--- src/rtl/tmr_retry_buffer.sv ---
// Retry buffer ahead of time_TMR_start: tags each item with a slot ID, keeps a copy
// until the redundant path reports it, and replays on fault. TMR_RETRY_LIMIT_EN caps replays.
module tmr_retry_buffer #(
    parameter type DataType   = logic,
    parameter int  IDSize     = 2,
    parameter int  MaxRetries = 3
) (
    input  logic              clk_i,
    input  logic              rst_i,
    input  DataType           data_i,
    input  logic              valid_i,
    output logic              ready_o,
    output DataType           data_o,
    output logic [IDSize-1:0] id_o,
    output logic              valid_o,
    input  logic              ready_i,
    input  logic [IDSize-1:0] fb_id_i,
    input  logic              fb_fault_i,
    input  logic              fb_valid_i,
    output logic              fb_ready_o,
    output logic              drop_o
);
    localparam int Depth = 2 ** IDSize;

    if (MaxRetries < 0) begin : g_bad_max_retries
        $error("MaxRetries must be non-negative");
    end

    // Every port pair transfers on a clock edge where valid and ready are both high;
    // valid never waits on ready, and the output register holds steady while stalled.
    logic [Depth-1:0]  busy;
    logic [Depth-1:0]  busy_next;
    DataType           slot_data [Depth];
    logic [IDSize-1:0] next_id;
    logic              replay_pending;
    logic [IDSize-1:0] replay_id;
    DataType           data_q;
    logic [IDSize-1:0] id_q;
    logic              valid_q;

    logic out_free;
    logic accept;
    logic fb_fire;
    logic fb_hit;
    logic replay_fire;
    logic give_up;

    assign out_free    = !valid_q || ready_i;
    assign ready_o     = !busy[next_id] && !replay_pending && out_free;
    assign fb_ready_o  = !replay_pending;
    assign accept      = valid_i && ready_o;
    assign fb_fire     = fb_valid_i && fb_ready_o;
    assign fb_hit      = fb_fire && busy[fb_id_i];
    assign replay_fire = replay_pending && out_free;

    assign data_o  = data_q;
    assign id_o    = id_q;
    assign valid_o = valid_q;

`ifdef TMR_RETRY_LIMIT_EN
    localparam int CntWidth = (MaxRetries > 0) ? $clog2(MaxRetries + 1) : 1;

    logic [CntWidth-1:0] retry_cnt [Depth];
    logic                drop_q;

    assign give_up = fb_hit && fb_fault_i && (retry_cnt[fb_id_i] == CntWidth'(MaxRetries));
    assign drop_o  = drop_q;

    always_ff @(posedge clk_i) begin
        if (rst_i) begin
            drop_q <= 1'b0;
            for (int i = 0; i < Depth; i++) begin
                retry_cnt[i] <= '0;
            end
        end else begin
            drop_q <= give_up;
            if (accept) begin
                retry_cnt[next_id] <= '0;
            end
            if (fb_hit && fb_fault_i && !give_up) begin
                retry_cnt[fb_id_i] <= retry_cnt[fb_id_i] + 1'b1;
            end
        end
    end
`else
    assign give_up = 1'b0;
    assign drop_o  = 1'b0;
`endif

    // Allocate and free never touch the same slot: one needs it idle, the other busy.
    always_comb begin
        busy_next = busy;
        if (accept) begin
            busy_next[next_id] = 1'b1;
        end
        if (fb_hit && (!fb_fault_i || give_up)) begin
            busy_next[fb_id_i] = 1'b0;
        end
    end

    always_ff @(posedge clk_i) begin
        if (accept) begin
            slot_data[next_id] <= data_i;
        end
    end

    always_ff @(posedge clk_i) begin
        if (rst_i) begin
            busy           <= '0;
            next_id        <= '0;
            replay_pending <= 1'b0;
            replay_id      <= '0;
            data_q         <= '0;
            id_q           <= '0;
            valid_q        <= 1'b0;
        end else begin
            busy <= busy_next;
            if (accept) begin
                data_q  <= data_i;
                id_q    <= next_id;
                valid_q <= 1'b1;
                next_id <= next_id + 1'b1;
            end else if (replay_fire) begin
                data_q         <= slot_data[replay_id];
                id_q           <= replay_id;
                valid_q        <= 1'b1;
                replay_pending <= 1'b0;
            end else if (ready_i) begin
                valid_q <= 1'b0;
            end
            if (fb_hit && fb_fault_i && !give_up) begin
                replay_pending <= 1'b1;
                replay_id      <= fb_id_i;
            end
        end
    end
endmodule

--- config.mk ---
export PLATFORM = sky130hd
export DESIGN_NAME = tmr_retry_buffer
export DESIGN_NICKNAME = d
export VERILOG_FILES = /design/src/rtl/tmr_retry_buffer.sv
export SDC_FILE = /design/constraint.sdc
export NUM_CORES = 1
export LEC_CHECK = 0
export BUFFER_PORTS_ARGS = -buffer_cell sky130_fd_sc_hd__buf_2
export CAP_MARGIN = 30
export CORE_MARGIN = 4
export CORE_UTILIZATION = 55
export CTS_BUF_LIST = sky130_fd_sc_hd__clkbuf_4 sky130_fd_sc_hd__clkbuf_8 sky130_fd_sc_hd__clkbuf_16
export DETAILED_ROUTE_END_ITERATION = 10
export PLACE_DENSITY = 0.81
export REMOVE_ABC_BUFFERS = 1
export SETUP_SLACK_MARGIN = 0.02
export SLEW_MARGIN = 20
export SYNTH_ARGS = -nofsm -noshare
export SYNTH_HDL_FRONTEND = slang
export SYNTH_SLANG_ARGS = --single-unit
--- constraint.sdc ---
create_clock -name clk_i -period 2.9 [get_ports clk_i]
set_input_delay 0.58 -clock clk_i [delete_from_list [all_inputs] [get_ports clk_i]]
set_output_delay 0.58 -clock clk_i [all_outputs]
set_load 0.05 [all_outputs]
Yosys cells after proc, flatten, opt, wreduce, memory -nomap -nowiden

Memory sizes are Yosys's and may differ from the RTL's. A register that Yosys moved wholly into a read port is not among the register bits.
Index checks and enable logic that the tools add are counted.

Add/sub/neg operators: 1
Order comparisons: 4
Equal/unequal tests: 1
Mux-type cells: 24
Bitwise operators: 3
Reductions and logical operators: 19

Operator list:

| operator              | number |
|---|---|
| $mux W1               | 14 |
| $logic_and A1 B1 Y1   | 10 |
| $mux W2               | 4 |
| $mux W4               | 2 |
| $lt A2 B3 Y1 const B  | 2 |
| $and A4 B4 Y4         | 1 |
| $bmux W1 S2           | 2 |
| $demux W1 S2          | 2 |
| $ge A2 B1 Y1 const B  | 2 |
| $logic_not A1 Y1      | 4 |
| $not A4 Y4            | 1 |
| $or A4 B4 Y4          | 1 |
| $reduce_bool A2 Y1    | 2 |
| $reduce_bool A3 Y1    | 1 |
| $add A2 B1 Y2 const B | 1 |
| $ne A2 B1 Y1 const B  | 1 |
| $reduce_and A2 Y1     | 1 |
| $logic_or A1 B1 Y1    | 1 |

Register bits after elaboration: 13
Memory bits (writable): 4
Output and inout port bits: 7
Word-level logic and storage cells: 60
Memories: 1

Memories:

| memory    | depth | bits a word | read ports | clocked after memory_dff | write ports | line | RTL |
|---|---|---|---|---|---|---|---|
| slot_data | 4     | 1           | 1          | 1                        | 1           | 33   | `DataType slot_data [Depth];` |

Depth between registers and ports, before layout

Gate-level depths: netlist of run 1.

Depth after elaboration: 9
Mapped depth: 5
Gate-level depth less buffers: 4

Worst setup path before layout of run 1

OpenSTA, ideal clock, no wires.

Kind: register to output
Start point: register next_id[0]
End point: output port ready_o
Data arrival time: 2.061 ns
Slack: 0.259 ns
Cell stages (with the launch flop): 3
Buffers on the path: 0
Cell sequence: dfxtp_1 -> mux4_2 -> nor3_1

Word-level cells in the longest chain between the ends: 5

RTL lines:

| what                             | line | RTL |
|---|---|---|
| start, declared                  | 34   | `logic [IDSize-1:0] next_id;` |
| start signal, assigned           | 122  | `next_id <= next_id + 1'b1;` |
| $bmux W1 S2                      | 49   | `assign ready_o = !busy[next_id] && !replay_pending && out_free;` |
| $mux W1 (not written as such)    | 49   |  |
| $logic_not A1 Y1                 | 49   |  |
| $logic_and A1 B1 Y1 (2 in a row) | 49   |  |
| end, declared                    | 12   | `output logic ready_o,` |

No other way between the ends. The select of a mux whose other input is x is not followed.

Worst setup path after layout of run 1

Same ends and word-level chain as after synthesis.

==> results of run 1 <==
[cells in the final DEF (no fill, tap or decap), drive strengths merged]
cell type	n
a211oi	3
a21oi	7
a311oi	3
a31oi	1
a32oi	1
and2	4
and3b	1
buf	14
clkbuf	4
conb	1
dfxtp	15
edfxtp	4
ha	4
inv	6
mux2i	2
mux4	3
nand2	9
nand2b	1
nand3	2
nor2	7
nor2b	2
nor3	2
nor3b	1
nor4	1
o21ai	1
or4	1
xnor2	1
[path summary, 6_finish.rpt]
| check | slack, ps | endpoint | depth (start not counted) | startpoint |
|---|---|---|---|---|
| setup / recovery | 530 | ready_o | 3 | next_id[0]$_SDFFE_PP0P_ |
| hold / removal | 510 | data_o$_SDFFE_PP0P_ | 2 | data_o$_SDFFE_PP0P_ |
| setup reg to reg | 840 | busy[1]$_SDFF_PP0_ | 4 | next_id[0]$_SDFFE_PP0P_ |
| hold reg to reg | 510 | data_o$_SDFFE_PP0P_ | 2 | data_o$_SDFFE_PP0P_ |
[per-layer routing]
| metal | wire length, um | part of all wire | GRT usage | up-vias |
|---|---|---|---|---|
| met4 | 72 | 0.039 | 0.108 | 0 |
| met2 | 931 | 0.50 | 0.270 | 26 |
| met1 | 731 | 0.40 | 0.186 | 339 |
| met5 | 0 | 0 | 0 | - |
| met3 | 114 | 0.062 | 0.0521 | 6 |
| li1 | - | - | - | 333 |
[synthesized netlist by cell type (all sizes together)]
cell and count:
and3b 1, a31oi 1, or4 1, clkbuf 2, nor2 7, nor4 1
inv 6, dfxtp 15, edfxtp 4, ha 4, a21oi 7, mux4 3
buf 2, a211oi 3, xnor2 1, nor3 2, a32oi 1, conb 1
nand2b 1, a311oi 3, o21ai 1, mux2i 2, nor3b 1, nor2b 2
nand3 2, nand2 9, and2 4
[power by group]
part | total, mW | internal [mW] | leakage [nW] | switching, mW
clock network | 0.143 | 0.0630 | 0.0184 | 0.0796
logic | 0.180 | 0.0629 | 0.219 | 0.118
registers | 0.316 | 0.294 | 0.159 | 0.0213
total | 0.639 | 0.420 | 0.396 | 0.218
[through the flow]
stage	setup slack [ps]	total power, mW	instance area, um^2	hold slack, ps
2_1_floorplan	259	0.453	886	442
3_3_place_gp	887	0.494	976	496
3_5_place_dp	865	0.502	976	501
4_1_cts	519	0.644	1010	516
5_1_grt	400	0.675	1010	526
6_report	528	0.639	1010	508
[cell families (layout without fill, tap and decap cells)]
logic type	after synthesis	count (layout)	share of synthesized area
AND/OR/NAND/NOR	31	31	0.189
flip-flops	19	19	0.461
AO/OA/AOI/OAI	16	16	0.132
buffers and inverters	10	24	0.0535
multiplexers	5	5	0.0960
adder cells (fa/ha/maj)	4	4	0.0549
other	1	1	0.00411
XOR/XNOR	1	1	0.00960
[cell type report]
class / instances / area, um^2
multi-input cells: 58 / 443
fillers: 125 / 536
flip-flops and latches: 19 / 420
well taps: 16 / 20.0
inverters: 6 / 22.5
repair buffers: 14 / 70.1
clock buffers: 4 / 30.0
[worst reg2reg max path, cell delays in order (launching register included)]
cell and delay [ps]:
dfxtp_1 470, mux4_2 600, nor4_4 450, a21oi_1 170
a311oi_1 280
==> reports/qor.csv, run 1 <==
stage;metric;value;unit
outcome;outcome;completed;
drt;DR vias;704;
sta;clk_skew;1.91;ps
drt;DRT Pass-1 Iters;4;
logic_synthesis;count of mapped cells out of synthesis;87;
sta;RSZ-0062 raised after global routing;false;
global_route;vias in the first global route;702;
sta;Achievable Freq;0.422;GHz
cells_and_area;fin util;0.653;
logic_synthesis;post-synth cell types;30;
sta;endpoints failing setup;0;
floorplan;core footprint;0.00154;mm^2
clock_network;Clk Latency, worst-skew pair;300;ps
critical_path;Critical Path AT;1790;ps
global_route;initial antenna violation count;0;
floorplan;Starting Density;0.592;
place;placed cell count;113;
clock_network;# clock sinks;19;
sta;min Tclk post-route;2370;ps
global_route;largest net degree at the start of global routing;14;
clock_network;CTS resizes;0;
floorplan;die height;48.7;um
drt;DRC errors left;0;
global_route;total track usage;0.166;
sta;Worst slew margin;0.616;
drt;post-DR wirelength/cell;15.8;um
global_route;first-pass GRT wire length;3.09;mm
logic_synthesis;register area share after synthesis;0.461;
drt;Routed Antenna Nets;0;
power_and_ir_drop;leakage power;0.396;nW
logic_synthesis;yosys warns;0;
critical_path;crit path buf inv count;1;
clock_network;Root Buffer;clkbuf_4;
floorplan;Die ar.;0.00237;mm^2
floorplan;Die W;48.7;um
global_route;GR Overflow Total;0;
drt;detailed-route wire length;1.85;mm
cells_and_area;# diodes;0;
clock_network;Hold Buf Count CTS;0;
sta;Final Hold Viols;0;
drt;number of DRC markers in iteration 0;15;
floorplan;row cnt;14;
clock_network;H-Tree Depth;1;
critical_path;critical path peak fanout;6;
clock_network;Worst-path clk slew;100;ps
sta;number of max-slew violations in the final report;0;
critical_path;CP Data Required Time;2320;ps
sta;Slew @ Worst Pin;572;ps
sta;Tcrit/Tclk final;0.818;
cells_and_area;Area Growth Syn to Fin;10.3;%
clock_network;Num CTS Buffers;3;
job;Max Cap Viol;0;
critical_path;family with the most delay on the worst path;multiplexers;
hold_path;Hold WC Path Type;reg -> reg;
logic_synthesis;post-synthesis area per instance;10.5;um^2
logic_synthesis;Yosys top cell area share;0.329;
clock_network;Max clock buf depth;2;
cells_and_area;Final #Nets;115;
critical_path;slowest stage cell, crit path;mux4_2;
logic_synthesis;cell taking the most area after synthesis;dfxtp_1;
logic_synthesis;top post-synthesis cells by area;dfxtp_1 (33%), edfxtp_1 (13%), mux4_2 (7.4%), ha_1 (5.5%), a21oi_1 (3.8%);
critical_path;CP Cell Sequence;mux4_2 > nor3_1 > buf_2;
power_and_ir_drop;worst vdd ir;0.308;mV
drt;Via density;6.02;
sta;final setup TNS;0;ps
critical_path;CP Class;reg -> out;
critical_path;crit path launch type;register;
floorplan;I/O pin cnt;16;
cells_and_area;post-route insts no fill;117;
critical_path;Critical Path End Type;primary output;
critical_path;Largest stage delay, worst path;600;ps
power_and_ir_drop;pwr dens;635;mW/mm^2
cells_and_area;share of layout cells above drive strength 1;0.257;
place;gpl congestion;0.767;
logic_synthesis;#FFs+latches synth;19;
place;port bufs;14;
clock_network;Post-CTS Setup Bufs;0;
logic_synthesis;Mapped Area;912;um^2
place;placed wire-length estimate;1.43;mm
clock_network;TritonCTS clock tree;done;
Power figures use the tool's default switching activity.
==> inputs of run 2 (changes only) <==
Settings changed: CORE_UTILIZATION 55 to 53, PLACE_DENSITY 0.81 to 0.78.
Clock period 2.9 ns to 2.4 ns, I/O delays scaled along.
==> run 2 against run 1 <==
Compared with the run above:
- sequential power grew 21%
- die area grew 3.1%
- first-iteration DRC count shrank 47%
- hold slack lost 70 ps
- clock power grew 12%
- critical path depth is the same
- setup slack lost 430 ps
- flip-flop and latch count is the same
- utilization shrank 0.89 points
- total power grew 19%
- final area shrank 0.25%
==> reports/qor.csv, run 2 (synthesis gave the netlist of run 1 again) <==
stage;metric;value;unit
critical_path;FF-to-FF Start;next_id[0]$_SDFFE_PP0P_;
cells_and_area;commonest cells after routing, fill and taps aside;dfxtp_1 (15), buf_2 (14), nand2_1 (9), a21oi_1 (7), nor2_1 (7);
clock_network;Max clock buf depth;2;
critical_path;Critical Path AT;1820;ps
critical_path;critical path peak fanout;6;
hold_path;Min-Delay Path Depth;1;
place;gpl congestion;0.776;
drt;detailed-route wire length;1.79;mm
sta;endpoints failing setup;0;
global_route;initial antenna violation count;0;
critical_path;crit path launch type;register;
floorplan;Die W;49.5;um
sta;Achievable Freq;0.434;GHz
power_and_ir_drop;leakage power;0.395;nW
sta;RSZ-0062 raised after global routing;false;
place;placed wire-length estimate;1.37;mm
clock_network;Clk Latency, worst-skew pair;290;ps
floorplan;Die ar.;0.00245;mm^2
drt;met2 routed WL;895;um
sta;Worst slew margin;0.671;
critical_path;terminus of the critical flop-to-flop path;busy[1]$_SDFF_PP0_;
global_route;total track usage;0.163;
cells_and_area;commonest non-fill, non-tap cell in the layout;dfxtp_1;
place;placed cell count;113;
drt;Routed Antenna Nets;0;
place;port bufs;14;
cells_and_area;share of layout cells above drive strength 1;0.257;
drt;DRC errors left;0;
sta;Slew @ Worst Pin;490;ps
drt;number of DRC markers in iteration 0;8;
clock_network;Root Buffer;clkbuf_4;
sta;Tcrit/Tclk final;0.959;
cells_and_area;Final #Nets;115;
sta;clk_skew;1.63;ps
critical_path;FF-to-FF setup slack;400;ps
clock_network;TritonCTS clock tree;done;
critical_path;Critical Path End;ready_o;
drt;DR vias;679;
outcome;outcome;completed;
job;Max Cap Viol;0;
cells_and_area;# diodes;0;
drt;M1 WL;773;um
critical_path;CP Data Required Time;1920;ps
floorplan;Starting Density;0.585;
global_route;vias in the first global route;718;
floorplan;row cnt;14;
clock_network;Post-CTS Setup Bufs;0;
cells_and_area;FILL cells;129;
clock_network;Num CTS Buffers;3;
drt;DRT Pass-1 Iters;4;
drt;Via density;5.80;
clock_network;Worst-path clk slew;110;ps
sta;min Tclk post-route;2300;ps
drt;Met3 Wirelength;108;um
critical_path;Critical Path End Type;primary output;
drt;post-DR wirelength/cell;15.3;um
floorplan;die height;49.5;um
critical_path;Critical path origin;next_id[0]$_SDFFE_PP0P_;
floorplan;I/O pin cnt;16;
sta;Final Hold Viols;0;
cells_and_area;post-route insts no fill;117;
sta;number of max-slew violations in the final report;0;
cells_and_area;fin util;0.644;
clock_network;H-Tree Depth;1;
hold_path;Hold WC Path Type;in -> reg;
clock_network;CTS resizes;0;
global_route;GR Overflow Total;0;
drt;top layer used by detailed routing;met4;
power_and_ir_drop;worst vdd ir;0.378;mV
floorplan;core footprint;0.00156;mm^2
power_and_ir_drop;pwr dens;754;mW/mm^2
critical_path;R2R depth;4;
clock_network;# clock sinks;19;
global_route;largest net degree at the start of global routing;14;
critical_path;CP Class;reg -> out;
clock_network;Hold Buf Count CTS;0;
global_route;first-pass GRT wire length;3.06;mm
cells_and_area;Area Growth Syn to Fin;10.0;%
==> run 2: changes by cell type in the layout (fill, tap and decap cells not counted) <==
| cell | delta |
|---|---|
| clkbuf_4 | -1 |
| clkinv_2 | +1 |
==> run 2: report_power, final <==
| group | switching [mW] | internal [mW] |
|---|---|---|
| clock | 0.0982 | 0.0620 |
| combinational | 0.138 | 0.0760 |
| sequential | 0.0268 | 0.356 |
==> run 2: stage by stage <==
stage / hold slack (ps) / worst slack (ps) / TNS [ps] / power [mW] / instance area [um^2]
after CTS: 431 / 103 / 0 / 0.762 / 1000
after detailed placement: 502 / 380 / 0 / 0.605 / 976
after global placement: 494 / 489 / 0 / 0.598 / 976
after floorplan: 442 / -141 / -141 / 0.547 / 886
final: 437 / 97.5 / 0 / 0.757 / 1000
after global routing: 428 / 41.8 / 0 / 0.802 / 1000
==> run 2: final cells by class <==
| class | count | area, um^2 | share of cell area |
|---|---|---|---|
| Multi-Input combinational cell | 58 | 443 | 0.441 |
| Sequential cell | 19 | 420 | 0.419 |
| Timing Repair Buffer | 14 | 70.1 | 0.0698 |
| Clock buffer | 3 | 22.5 | 0.0224 |
| Inverter | 6 | 22.5 | 0.0224 |
| Tap cell | 16 | 20.0 | 0.0200 |
| Clock inverter | 1 | 5.00 | 0.00499 |
==> run 2: worst min path at each step <==
| stage | start | end | slack [ps] |
|---|---|---|---|
| floorplan | replay_id[0]$_SDFFE_PP0P_ | register | 440 |
| CTS | data_i | slot_data[1]$_DFFE_PP_ | 430 |
| finish | data_i | slot_data[3]$_DFFE_PP_ | 440 |
| global placement | replay_id[0]$_SDFFE_PP0P_ | replay_id[0]$_SDFFE_PP0P_ | 490 |
| global route | data_i | slot_data[1]$_DFFE_PP_ | 430 |
| detailed placement | data_o$_SDFFE_PP0P_ | data_o$_SDFFE_PP0P_ | 500 |
==> run 2: layer usage <==
metal | track usage | vias up
met2 | 0.277 | 22
met3 | 0.0452 | 2
li1 | - | 336
met5 | 0 | -
met4 | 0.0645 | 0
met1 | 0.194 | 319
==> run 2: worst max-delay path: stages, from the launching register on <==
cell	delay, ps
dfxtp_1	500
mux4_2	610
nor3_1	140
buf_2	290
==> inputs of run 3 (changes only) <==
Settings changed: CORE_UTILIZATION 53 to 47, PLACE_DENSITY 0.78 to 0.71.
==> run 3 against run 2 <==
Compared with the run above:
- register-to-register slack gained 130 ps
- first-iteration DRC count is 130% higher
- sequential share of layout area down 0.50 points
- hold slack got worse by 13 ps
- sequential power hardly changed
- die area increased by 11%
- clock-buffer cell count up 1
- largest power group unchanged
==> reports/qor.csv, run 3 (synthesis gave the netlist of run 1 again) <==
stage;metric;value;unit
sta;Worst slew margin;0.660;
critical_path;slowest stage cell, crit path;mux4_2;
global_route;first-pass GRT wire length;2.92;mm
power_and_ir_drop;leakage power;0.396;nW
floorplan;die height;52.1;um
critical_path;family with the most delay on the worst path;multiplexers;
sta;endpoints failing setup;0;
critical_path;crit path launch type;register;
critical_path;crit path buf inv count;1;
drt;Via density;5.30;
sta;Tcrit/Tclk final;0.902;
sta;number of max-slew violations in the final report;0;
drt;DRC errors left;0;
critical_path;CP Class;reg -> out;
global_route;total track usage;0.149;
sta;Final Hold Viols;0;
cells_and_area;share of layout cells above drive strength 1;0.267;
clock_network;TritonCTS clock tree;done;
place;placed cell count;122;
cells_and_area;fin util;0.571;
clock_network;Root Buffer;clkbuf_4;
floorplan;Starting Density;0.512;
critical_path;Largest stage delay, worst path;570;ps
critical_path;CP Cell Sequence;mux4_2 > nor3_1 > buf_2;
drt;DR vias;668;
global_route;GR Overflow Total;0;
drt;post-DR wirelength/cell;13.2;um
global_route;vias in the first global route;706;
hold_path;Hold WC Path Type;in -> reg;
clock_network;Num CTS Buffers;3;
critical_path;critical path peak fanout;6;
drt;DRT Pass-1 Iters;4;
floorplan;Die W;52.1;um
sta;clk_skew;4.36;ps
cells_and_area;commonest cells after routing, fill and taps aside;dfxtp_1 (14), buf_2 (14), nand2_1 (9), a21oi_1 (7), nor2_1 (7);
clock_network;H-Tree Depth;1;
drt;detailed-route wire length;1.66;mm
sta;final setup TNS;0;ps
outcome;outcome;completed;
drt;number of DRC markers in iteration 0;18;
cells_and_area;Final #Nets;115;
place;placed wire-length estimate;1.29;mm
floorplan;Die ar.;0.00271;mm^2
sta;Achievable Freq;0.462;GHz
power_and_ir_drop;pwr dens;746;mW/mm^2
global_route;largest net degree at the start of global routing;14;
cells_and_area;Area Growth Syn to Fin;11.7;%
place;gpl congestion;0.753;
floorplan;row cnt;15;
clock_network;Worst-path clk slew;100;ps
sta;final hold slack;424;ps
sta;Slew @ Worst Pin;506;ps
global_route;initial antenna violation count;0;
power_and_ir_drop;worst vdd ir;0.313;mV
clock_network;# clock sinks;19;
floorplan;core footprint;0.00178;mm^2
place;port bufs;14;
clock_network;Clk Latency, worst-skew pair;290;ps
critical_path;Critical Path End Type;primary output;
clock_network;Post-CTS Setup Bufs;0;
floorplan;I/O pin cnt;16;
cells_and_area;post-route insts no fill;126;
sta;min Tclk post-route;2170;ps
cells_and_area;# diodes;0;
critical_path;CP Data Required Time;1920;ps
sta;RSZ-0062 raised after global routing;false;
clock_network;Max clock buf depth;2;
drt;Routed Antenna Nets;0;
critical_path;Critical Path AT;1690;ps
job;Max Cap Viol;0;
==> run 3: cell count changes in the layout (fill, tap and decap cells not counted), sizes merged <==
cell and change:
clkbuf +1, clkinv -1
==> run 3: through the flow <==
step	setup slack [ps]	total power [mW]	instance area, um^2
after floorplan	-141	0.547	886
after global placement	481	0.598	987
after detailed placement	440	0.601	987
after CTS	132	0.771	1020
after global routing	111	0.805	1020
final	235	0.760	1020
==> run 3: power by group <==
part / leakage (nW) / switching, mW / internal, mW
clock network: 0.0184 / 0.0909 / 0.0758
registers: 0.159 / 0.0258 / 0.357
logic: 0.219 / 0.135 / 0.0758
total: 0.396 / 0.252 / 0.508
==> run 3: worst paths after layout <==
kind / depth (start not counted) / slack, ps / to / startpoint
setup reg to reg: 4 / 530 / busy[1]$_SDFF_PP0_ / next_id[0]$_SDFFE_PP0P_
hold reg to reg: 2 / 490 / replay_id[0]$_SDFFE_PP0P_ / replay_id[0]$_SDFFE_PP0P_
setup / recovery: 3 / 230 / ready_o / next_id[0]$_SDFFE_PP0P_
hold / removal: 1 / 420 / slot_data[1]$_DFFE_PP_ / data_i
==> run 3: final cells by class <==
class,count,area [um^2]
Clock buffer,4,30.0
Fill cell,161,764
Inverter,6,22.5
Multi-Input combinational cell,58,443
Sequential cell,19,422
Tap cell,25,31.3
Timing Repair Buffer,14,70.1
==> run 3: routing by layer <==
metal,global-route usage,vias up,wire (um),share of wire
met2,0.253,17,823,0.49
met3,0.0258,6,84,0.051
met4,0.0786,0,42,0.025
li1,-,334,-,-
met1,0.177,311,713,0.43
met5,0,-,0,0
==> run 3: repair_timing <==
item	4_1_cts	5_1_grt
setup endpoints to repair	0	1
hold buffers	0	0
resized for setup	0	1
